==> src/rtl/sp_pkg.sv <==
// Shared SP-core definitions: default bus widths and the DMA state encoding.
// CTL also imports this package to decode which DMA phases need the SRAM.
package sp_pkg;

   localparam int SP_ADDR_W = 16;
   localparam int SP_DATA_W = 32;
   localparam int SP_LEN_W  = 16;

   typedef enum logic [2:0] {
      IDLE  = 3'd0,
      READ  = 3'd1,
      CAPT  = 3'd2,
      WRITE = 3'd3,
      DONE  = 3'd4
   } dma_state_t;

endpackage

==> src/rtl/sp_dma.sv <==
// Background block-copy engine on the shared SRAM port.
// Copies len words from src to dst in ascending order, one word per
// read/capture/write round, using the port only in cycles CTL grants it.
module sp_dma
   import sp_pkg::*;
#(
   parameter int ADDR_W = SP_ADDR_W,
   parameter int DATA_W = SP_DATA_W,
   parameter int LEN_W  = SP_LEN_W
)(
   input  logic              clk,
   input  logic              reset,
   input  logic              cmd_valid,
   output logic              cmd_ready,
   input  logic [ADDR_W-1:0] cmd_src,
   input  logic [ADDR_W-1:0] cmd_dst,
   input  logic [LEN_W-1:0]  cmd_len,
   input  logic              mem_grant,
   output logic              mem_req,
   output logic [ADDR_W-1:0] sram_ADDR,
   output logic [DATA_W-1:0] sram_DI,
   output logic              sram_EN,
   output logic              sram_WE,
   input  logic [DATA_W-1:0] sram_DO,
   output logic              busy,
   output logic              done,
   output logic [LEN_W-1:0]  remaining
);

   dma_state_t        state_reg;
   logic [ADDR_W-1:0] src_reg;
   logic [ADDR_W-1:0] dst_reg;
   logic [LEN_W-1:0]  rem_reg;
   logic [DATA_W-1:0] buf_reg;

   logic rd_go;
   logic wr_go;

   // A memory phase only advances in a cycle where CTL leaves the port free.
   assign rd_go = (state_reg == READ)  && mem_grant;
   assign wr_go = (state_reg == WRITE) && mem_grant;

   // Copy sequencer: address/count registers advance only on a granted write.
   always_ff @(posedge clk or posedge reset) begin
      if (reset) begin
         state_reg <= IDLE;
         src_reg   <= '0;
         dst_reg   <= '0;
         rem_reg   <= '0;
         buf_reg   <= '0;
      end else begin
         case (state_reg)
            IDLE: begin
               if (cmd_valid) begin
                  src_reg   <= cmd_src;
                  dst_reg   <= cmd_dst;
                  rem_reg   <= cmd_len;
                  state_reg <= (cmd_len != '0) ? READ : DONE;
               end
            end
            READ: begin
               if (mem_grant) begin
                  state_reg <= CAPT;
               end
            end
            CAPT: begin
               // Read data is on sram_DO now regardless of who owns the port.
               buf_reg   <= sram_DO;
               state_reg <= WRITE;
            end
            WRITE: begin
               if (mem_grant) begin
                  src_reg   <= src_reg + ADDR_W'(1);
                  dst_reg   <= dst_reg + ADDR_W'(1);
                  rem_reg   <= (rem_reg != '0) ? rem_reg - LEN_W'(1) : '0;
                  state_reg <= (rem_reg > LEN_W'(1)) ? READ : DONE;
               end
            end
            DONE: begin
               state_reg <= IDLE;
            end
            default: begin
               state_reg <= IDLE;
            end
         endcase
      end
   end

   // SRAM drive is gated by the grant so EN can never assert on a cycle CTL owns.
   always_comb begin
      sram_EN   = rd_go || wr_go;
      sram_WE   = wr_go;
      sram_ADDR = '0;
      sram_DI   = '0;
      if (rd_go) begin
         sram_ADDR = src_reg;
      end else if (wr_go) begin
         sram_ADDR = dst_reg;
         sram_DI   = buf_reg;
      end
   end

   assign mem_req   = (state_reg == READ) || (state_reg == WRITE);
   assign cmd_ready = (state_reg == IDLE);
   assign busy      = (state_reg != IDLE);
   assign done      = (state_reg == DONE);
   assign remaining = rem_reg;

endmodule

==> config.mk <==
export PLATFORM = sky130hd
export DESIGN_NAME = sp_dma
export DESIGN_NICKNAME = d
export VERILOG_FILES = /design/src/rtl/sp_pkg.sv /design/src/rtl/sp_dma.sv
export SDC_FILE = /design/constraint.sdc
export NUM_CORES = 1
export LEC_CHECK = 0
export BUFFER_PORTS_ARGS = -buffer_cell sky130_fd_sc_hd__buf_4
export CAP_MARGIN = 20
export CORE_AREA = 2 2 96 98
export CTS_BUF_LIST = sky130_fd_sc_hd__clkbuf_4 sky130_fd_sc_hd__clkbuf_8 sky130_fd_sc_hd__clkbuf_16
export DETAILED_ROUTE_END_ITERATION = 12
export DIE_AREA = 0 0 98 100
export PLACE_DENSITY = 0.85
export SLEW_MARGIN = 20
export SYNTH_ARGS = -nofsm -noshare
export SYNTH_HDL_FRONTEND = slang
export SYNTH_SLANG_ARGS = --single-unit
==> constraint.sdc <==
create_clock -name clk -period 7.39 [get_ports clk]
set_input_delay 1.1085 -clock clk [delete_from_list [all_inputs] [get_ports clk]]
set_output_delay 1.1085 -clock clk [all_outputs]
set_load 0.05 [all_outputs]
==> results of run 1 <==
[through the flow]
stage               utilization [%]  total power, mW  instance area [um2]  worst slack, ps
finish                        69.96            2.923                 6220             3844
global route                  69.96            3.111                 6220             3548
detailed placement            67.46            2.575                 5997             3938
global placement              67.46            2.517                 5997             4059
CTS                           69.85            2.923                 6210             3813
floorplan                         -            2.136                 4806             3862
[cell usage in the layout, fill, tap and decap left out, types with 18 or more instances in the layout]
cell       n
a21oi_1   42
and2_1    36
buf_4    158
dfrtp_1   83
mux2_2    32
mux2i_1   18
nand2_1   52
nand3_1   18
nor2_1    41
o21ai_0   31
o22ai_1   20
[synthesized netlist by cell type, drive strengths merged, types with 14 or more instances]
library cell	number
o22ai	20
clkbuf	24
mux2	32
nor3	14
a2bb2oi	14
o21ai	32
a21oi	43
mux2i	18
and2	37
nand3	18
nand2	52
dfrtp	83
inv	15
nor2	41
[routing by layer]
| metal | part of all wire [%] | vias to the layer above |
|---|---|---|
| met1 | 42 | 2231 |
| met4 | 2.1 | 0 |
| met5 | 0 | - |
| li1 | - | 2201 |
| met3 | 6.0 | 27 |
| met2 | 50 | 198 |
[area by class of cell]
type                       instances  area (um2)
sequential                        83        2077
clock inverter                     5       61.31
fill                             699        2670
clock buffer                      11       151.4
timing repair buffer             159        1197
multi-input combinational        399        2536
tap                              111       138.9
inverter                          15       57.56
[power groups by stage]
stage          combinational (mW)  clock [mW]  sequential, mW
2_1_floorplan                1.17           0           0.971
3_3_place_gp                 1.63           0           0.891
3_5_place_dp                 1.67           0           0.905
4_1_cts                      1.67       0.349           0.900
5_1_grt                      1.81       0.368           0.936
6_report                     1.68       0.342           0.905
[worst max-delay path by stage]
stage	startpoint	slack, ps	depth (start not counted)	end
after detailed placement	mem_grant	3940	4	sram_DI[11]
final	state_reg[0]	3840	4	sram_DI[11]
after global placement	mem_grant	4060	4	sram_DI[7]
after CTS	state_reg[0]	3810	4	sram_DI[11]
after global routing	state_reg[0]	3550	4	sram_DI[27]
after floorplan	mem_grant	3860	3	sram_DI[22]
[logic make-up (layout without fill, tap and decap cells)]
logic type                 count (synthesis)  in the layout  synth area share, %
xor gates and xnor gates                   1              1               0.1823
buffers and inverters                     51            190                4.504
DFF                                       83             83                43.22
AOI/OAI and AO/OA                        145            145                18.93
and+or+nand+nor                          198            198                20.62
adders and majority gates                  5              5                1.302
muxes                                     50             50                11.25
==> metrics.txt, run 1 <==
run status=completed; RSZ-0062 raised after global routing=no; Max VDD drop=approximately 0.22 mV; I/O pin cnt=between 150 and 200; Clock Tree Root=clkbuf_8; worst r2r src=state_reg[0]; max-slew violation total from the final report=0; Worst EP arrival=2440 ps; DR WL/cell=roughly 16 um; Crit Path Class=reg -> out; max_slew headroom=a little under 30%; area growth from synthesis to layout=29.42%; post-DR vias/cell=5.948; RR Endpoint=dst_reg[13]; CTS Buf Count=9; hold buffers post-CTS=0; drt total wl=12750 um; First DRT Iteration DRCs=around 260; Leak=2.847 nW; vias in the first global route=roughly 4.3k; Routed Antenna Nets=0; Synth warnings=0; Async S/R FF share, synth=100.0%; Initial Utilization=54.06%; largest net degree at the start of global routing=84; H-tree levels=3; # placed instances=767; FF-to-FF setup slack=4900 ps; final setup fails=0; clk_lat worst skew=approximately 360 ps; HPWL after DPL=between 8000 and 9000 um; prevailing post-synth register cell=dfrtp_1; WP buf/inv=1; layout cells sized above 1=32.29%; total gr overflow=0; gr busiest metal=met2; Hold EP=buf_reg[14]; maxcap violations=0; core area=0.008890 mm2; Cells after Synth=533; hold path startpoint=buf_reg[14]; met2 Track Usage GR=43.84%; #FFs+latches synth=83; grt met3 use=4.039%; row count=35; PostCTS Resize Cnt=0; Psw=1.447 mW; top cell type's share of synthesized area=43.22%; Internal Pwr Total=1.476 mW; Pwr Density=470.0 mW/mm2; Post-CTS Setup Repair Bufs=0; Clock Skews=10.71 ps; mapped cell area=0.004806 mm2; Inserted Diodes=0; register area share after synthesis=43.22%; Synth Area per Inst=roughly 9 um2; element type at the critical path end=primary output; Pre-antenna DRT Iters=5; Gate power share=a little under three fifths; Vias=4657; net count after synthesis=622; Post-Route Setup TNS=0 ps; CTS tree=done; Die Ht=around 100 um; EDFF count, synth=0; Die Wd=98 um; Reg power frac=31.0%; I/O Buffers=153; CTS max path bufs=2; Routability Congestion=0.9090; final cycle utilization of the critical path=47.98%; Hold Path Class=reg -> reg; CP max FO=33; top post-synthesis cells by area=dfrtp_1 43%, mux2_2 7.5%, and2_1 4.8%, a21oi_1 4.5%, nand2_1 4.1%; Distinct cells, synth=45; Worst-path clk slew=80 ps; slowest CP cell=and3_1; Layout Nets=about 760; leading area contributor after synthesis=dfrtp_1; initial antenna violation count=0; sw frac=about half; first-pass GRT wire length=20770 um; drt drc=0; critical-path cell list=nor2b_1 > and3_1 > and2_1 > buf_4; slowest stage delay, CP=about 730 ps; Top delay family on crit path=simple AND/OR/NAND/NOR gates; hold path depth=1; worst-margin pin slew=1063 ps; die area=0.009800 mm2; max FFs per register=32; Fin. Hold Viols=0; GRT Overall Usage=25.74%; f_max=282.0 MHz; Post-Layout Cell Count=783; CTS sink cnt=83; Reg2Reg Depth=5; final hold slack=502.0 ps; Critical Path Source Type=flop; critical path data required time=6280 ps; Clock Power Share=11.7%; final period demand of the worst path=3546 ps; met1 GRT Util=between 30 and 40%
Power figures use the tool's default switching activity.
==> inputs of run 2 (changes only) <==
--- a/config.mk
+++ b/config.mk
@@ -5,13 +5,14 @@
 export SDC_FILE = /design/constraint.sdc
 export NUM_CORES = 1
 export LEC_CHECK = 0
+export ABC_AREA = 1
 export BUFFER_PORTS_ARGS = -buffer_cell sky130_fd_sc_hd__buf_4
 export CAP_MARGIN = 20
-export CORE_AREA = 2 2 96 98
+export CORE_AREA = 2 2 102 104
 export CTS_BUF_LIST = sky130_fd_sc_hd__clkbuf_4 sky130_fd_sc_hd__clkbuf_8 sky130_fd_sc_hd__clkbuf_16
 export DETAILED_ROUTE_END_ITERATION = 12
-export DIE_AREA = 0 0 98 100
-export PLACE_DENSITY = 0.85
+export DIE_AREA = 0 0 104 106
+export PLACE_DENSITY = 0.81
 export SLEW_MARGIN = 20
 export SYNTH_ARGS = -nofsm -noshare
 export SYNTH_HDL_FRONTEND = slang
==> constraint.sdc (replaced) <==
create_clock -name clk -period 3.7 [get_ports clk]
set_input_delay 0.555 -clock clk [delete_from_list [all_inputs] [get_ports clk]]
set_output_delay 0.555 -clock clk [all_outputs]
set_load 0.05 [all_outputs]
==> run 2 against run 1 <==
Against the previous run:
- synthesized cell count rose by 46%
- sequential share of layout area decreased by 1.9 points
- power increased by 100%
- utilization decreased by 4.1 points
==> metrics.txt, run 2 <==
prevailing post-synth register cell=dfrtp_1; Leak=between 3 and 4 nW; max_slew headroom=40.22%; maxcap violations=0; PostCTS Resize Cnt=0; critical path data required time=between 3000 and 4000 ps; die area=0.01102 mm2; DR WL/cell=13.16 um; area fraction in compound gates after synthesis=between 10% and 20%; multi-input logic area=roughly 0.0026 mm2; area growth from synthesis to layout=27.01%; Critical Path Source Type=flop; max-slew violation total from the final report=0; count leader, synth=nor2_1; fillers=978; Vias=approximately 5.4k; GRT Overall Usage=25.12%; drt total wl=between 10000 and 15000 um; EDFF count, synth=0; Reg2Reg Depth=8; top post-synthesis cells by area=dfrtp_1 40%, nor2_1 13%, nand2_1 13%, a21oi_1 6.5%, inv_1 6.4%; net count after synthesis=869; most frequent cells in the layout=178 x nor2_1, 174 x nand2_1, 158 x buf_4; hold buffers post-CTS=0; Routed Antenna Nets=0; first-pass GRT wire length=~23000 um; Die Ht=106 um; Post-Route Setup TNS=0 ps; Final Util=65.90%; f_max=approximately 380 MHz; final period demand of the worst path=2607 ps; Crit Path Class=reg -> out; final instance area=0.006590 mm2; Async S/R FF share, synth=100.0%; initial antenna violation count=0; CTS sink cnt=83; Synth top cells by count=178 x nor2_1, 175 x nand2_1, 89 x inv_1, 83 x dfrtp_1, 67 x a21oi_1; post-DR vias/cell=5.109; CTS max path bufs=2; Synth warnings=0; register area=0.002077 mm2; Synth Area in Simple Gates=34.19%; Worst EP arrival=2050 ps; total gr overflow=0; Worst-path clk slew=approximately 100 ps; mapped cell area=0.005189 mm2; RSZ-0062 raised after global routing=no; dpl cell area=approximately 0.0064 mm2; element type at the critical path end=primary output; row count=37; Cells after Synth=a little under 800; I/O Buffers=153; Clock Skews=13.34 ps; CTS tree=done; First DRT Iteration DRCs=around 400; Pwr Density=893.1 mW/mm2; CP max FO=15; I/O pin cnt=approximately 150; CP Launch Point=state_reg[2]; largest family of logic cells by synthesized area=simple AND/OR/NAND/NOR gates; H-tree levels=3; final hold slack=352.5 ps; worst-margin pin slew=about 900 ps; leading area contributor after synthesis=dfrtp_1; clk_lat worst skew=360 ps; commonest non-fill, non-tap cell in the layout=nor2_1; Post-Synth XOR/XNOR Area=1.688%; Die Wd=around 100 um; register area share after synthesis=40.03%; worst r2r src=state_reg[2]; core area=between 0.009 and 0.01 mm2; Inserted Diodes=0; layout cells sized above 1=around a fifth; HPWL after DPL=10030 um; final setup fails=0; Hold Path Class=in -> async; Adder-Cell Fraction of Synth Area=1.206%; Clock Tree Root=clkbuf_8; Pre-antenna DRT Iters=5; Fin. Hold Viols=0; top cell type's share of synthesized area=40.03%; Max VDD drop=0.5308 mV; Layout Nets=1005; Initial Utilization=between 50% and 60%; mux cell area share after synthesis=0%; max FFs per register=32; RR Endpoint=remaining[10]; Synth Area per Inst=6.652 um2; largest net degree at the start of global routing=67; CTS Buf Count=9; FF-to-FF setup slack=1280 ps; run status=completed; Distinct cells, synth=31; final cycle utilization of the critical path=70.47%; drt drc=0; vias in the first global route=4836; Post-CTS Setup Repair Bufs=0; #FFs+latches synth=83; Routability Congestion=0.8533
==> run 2: changes by cell type after synthesis, moves of 14 or more <==
cell,delta
nand3_1,+28
a21oi_1,+24
a2bb2oi_1,-14
and2_1,-37
nand2_1,+123
mux2_2,-32
nor2_1,+137
clkbuf_1,-17
mux2i_1,-18
inv_1,+74
==> run 2: worst max-delay path by stage <==
stage,slack [ps],to,cells past startpoint
4_1_cts,1080,sram_DI[5],7
6_report,1090,sram_ADDR[6],6
5_1_grt,930,sram_ADDR[0],6
3_5_place_dp,1280,remaining[15],8
3_3_place_gp,1340,remaining[15],8
2_1_floorplan,1010,buf_reg[0],1
==> run 2: cell type report <==
cell class / count / share of cell area, %
flip-flops and latches: 83 / 31.52
clock buffers: 10 / 2.088
multi-input cells: 572 / 39.47
well taps: 136 / 2.582
clock inverters: 6 / 1.082
inverters: 92 / 5.259
repair buffers: 158 / 18.00
==> run 2: layer usage <==
metal	track usage, %	vias up	wire, um
met2	42.06	184	6673
li1	-	2742	-
met3	4.598	17	905
met5	0	-	0
met1	33.60	2457	6132
met4	6.950	0	203
==> run 2: report_power, final <==
group	switching (mW)	total, mW	internal, mW
Clock	0.365	0.701	0.337
Combinational	2.39	3.43	1.04
Sequential	0.393	1.76	1.36
Total	3.15	5.89	2.74
==> run 2: cell families after synthesis <==
family                     Yosys count
buffers and inverters              125
adders and majority gates            5
xor gates and xnor gates            10
DFF                                 83
AOI/OAI and AO/OA                  122
and+or+nand+nor                    435
==> run 2: through the flow <==
step	cells	setup WS, ps	power [mW]
2_1_floorplan	780	1008	4.334
3_3_place_gp	1041	1338	5.120
3_5_place_dp	1041	1282	5.191
4_1_cts	1057	1083	5.891
5_1_grt	1057	931.2	6.369
6_report	1057	1093	5.886
==> run 2: worst max-delay path, stage by stage (launching register included) <==
cell     delay (ps)
dfrtp_1         400
inv_1           110
nand2_2         100
nor2_1          180
nand2_1         330
o22ai_1         310
buf_4           250
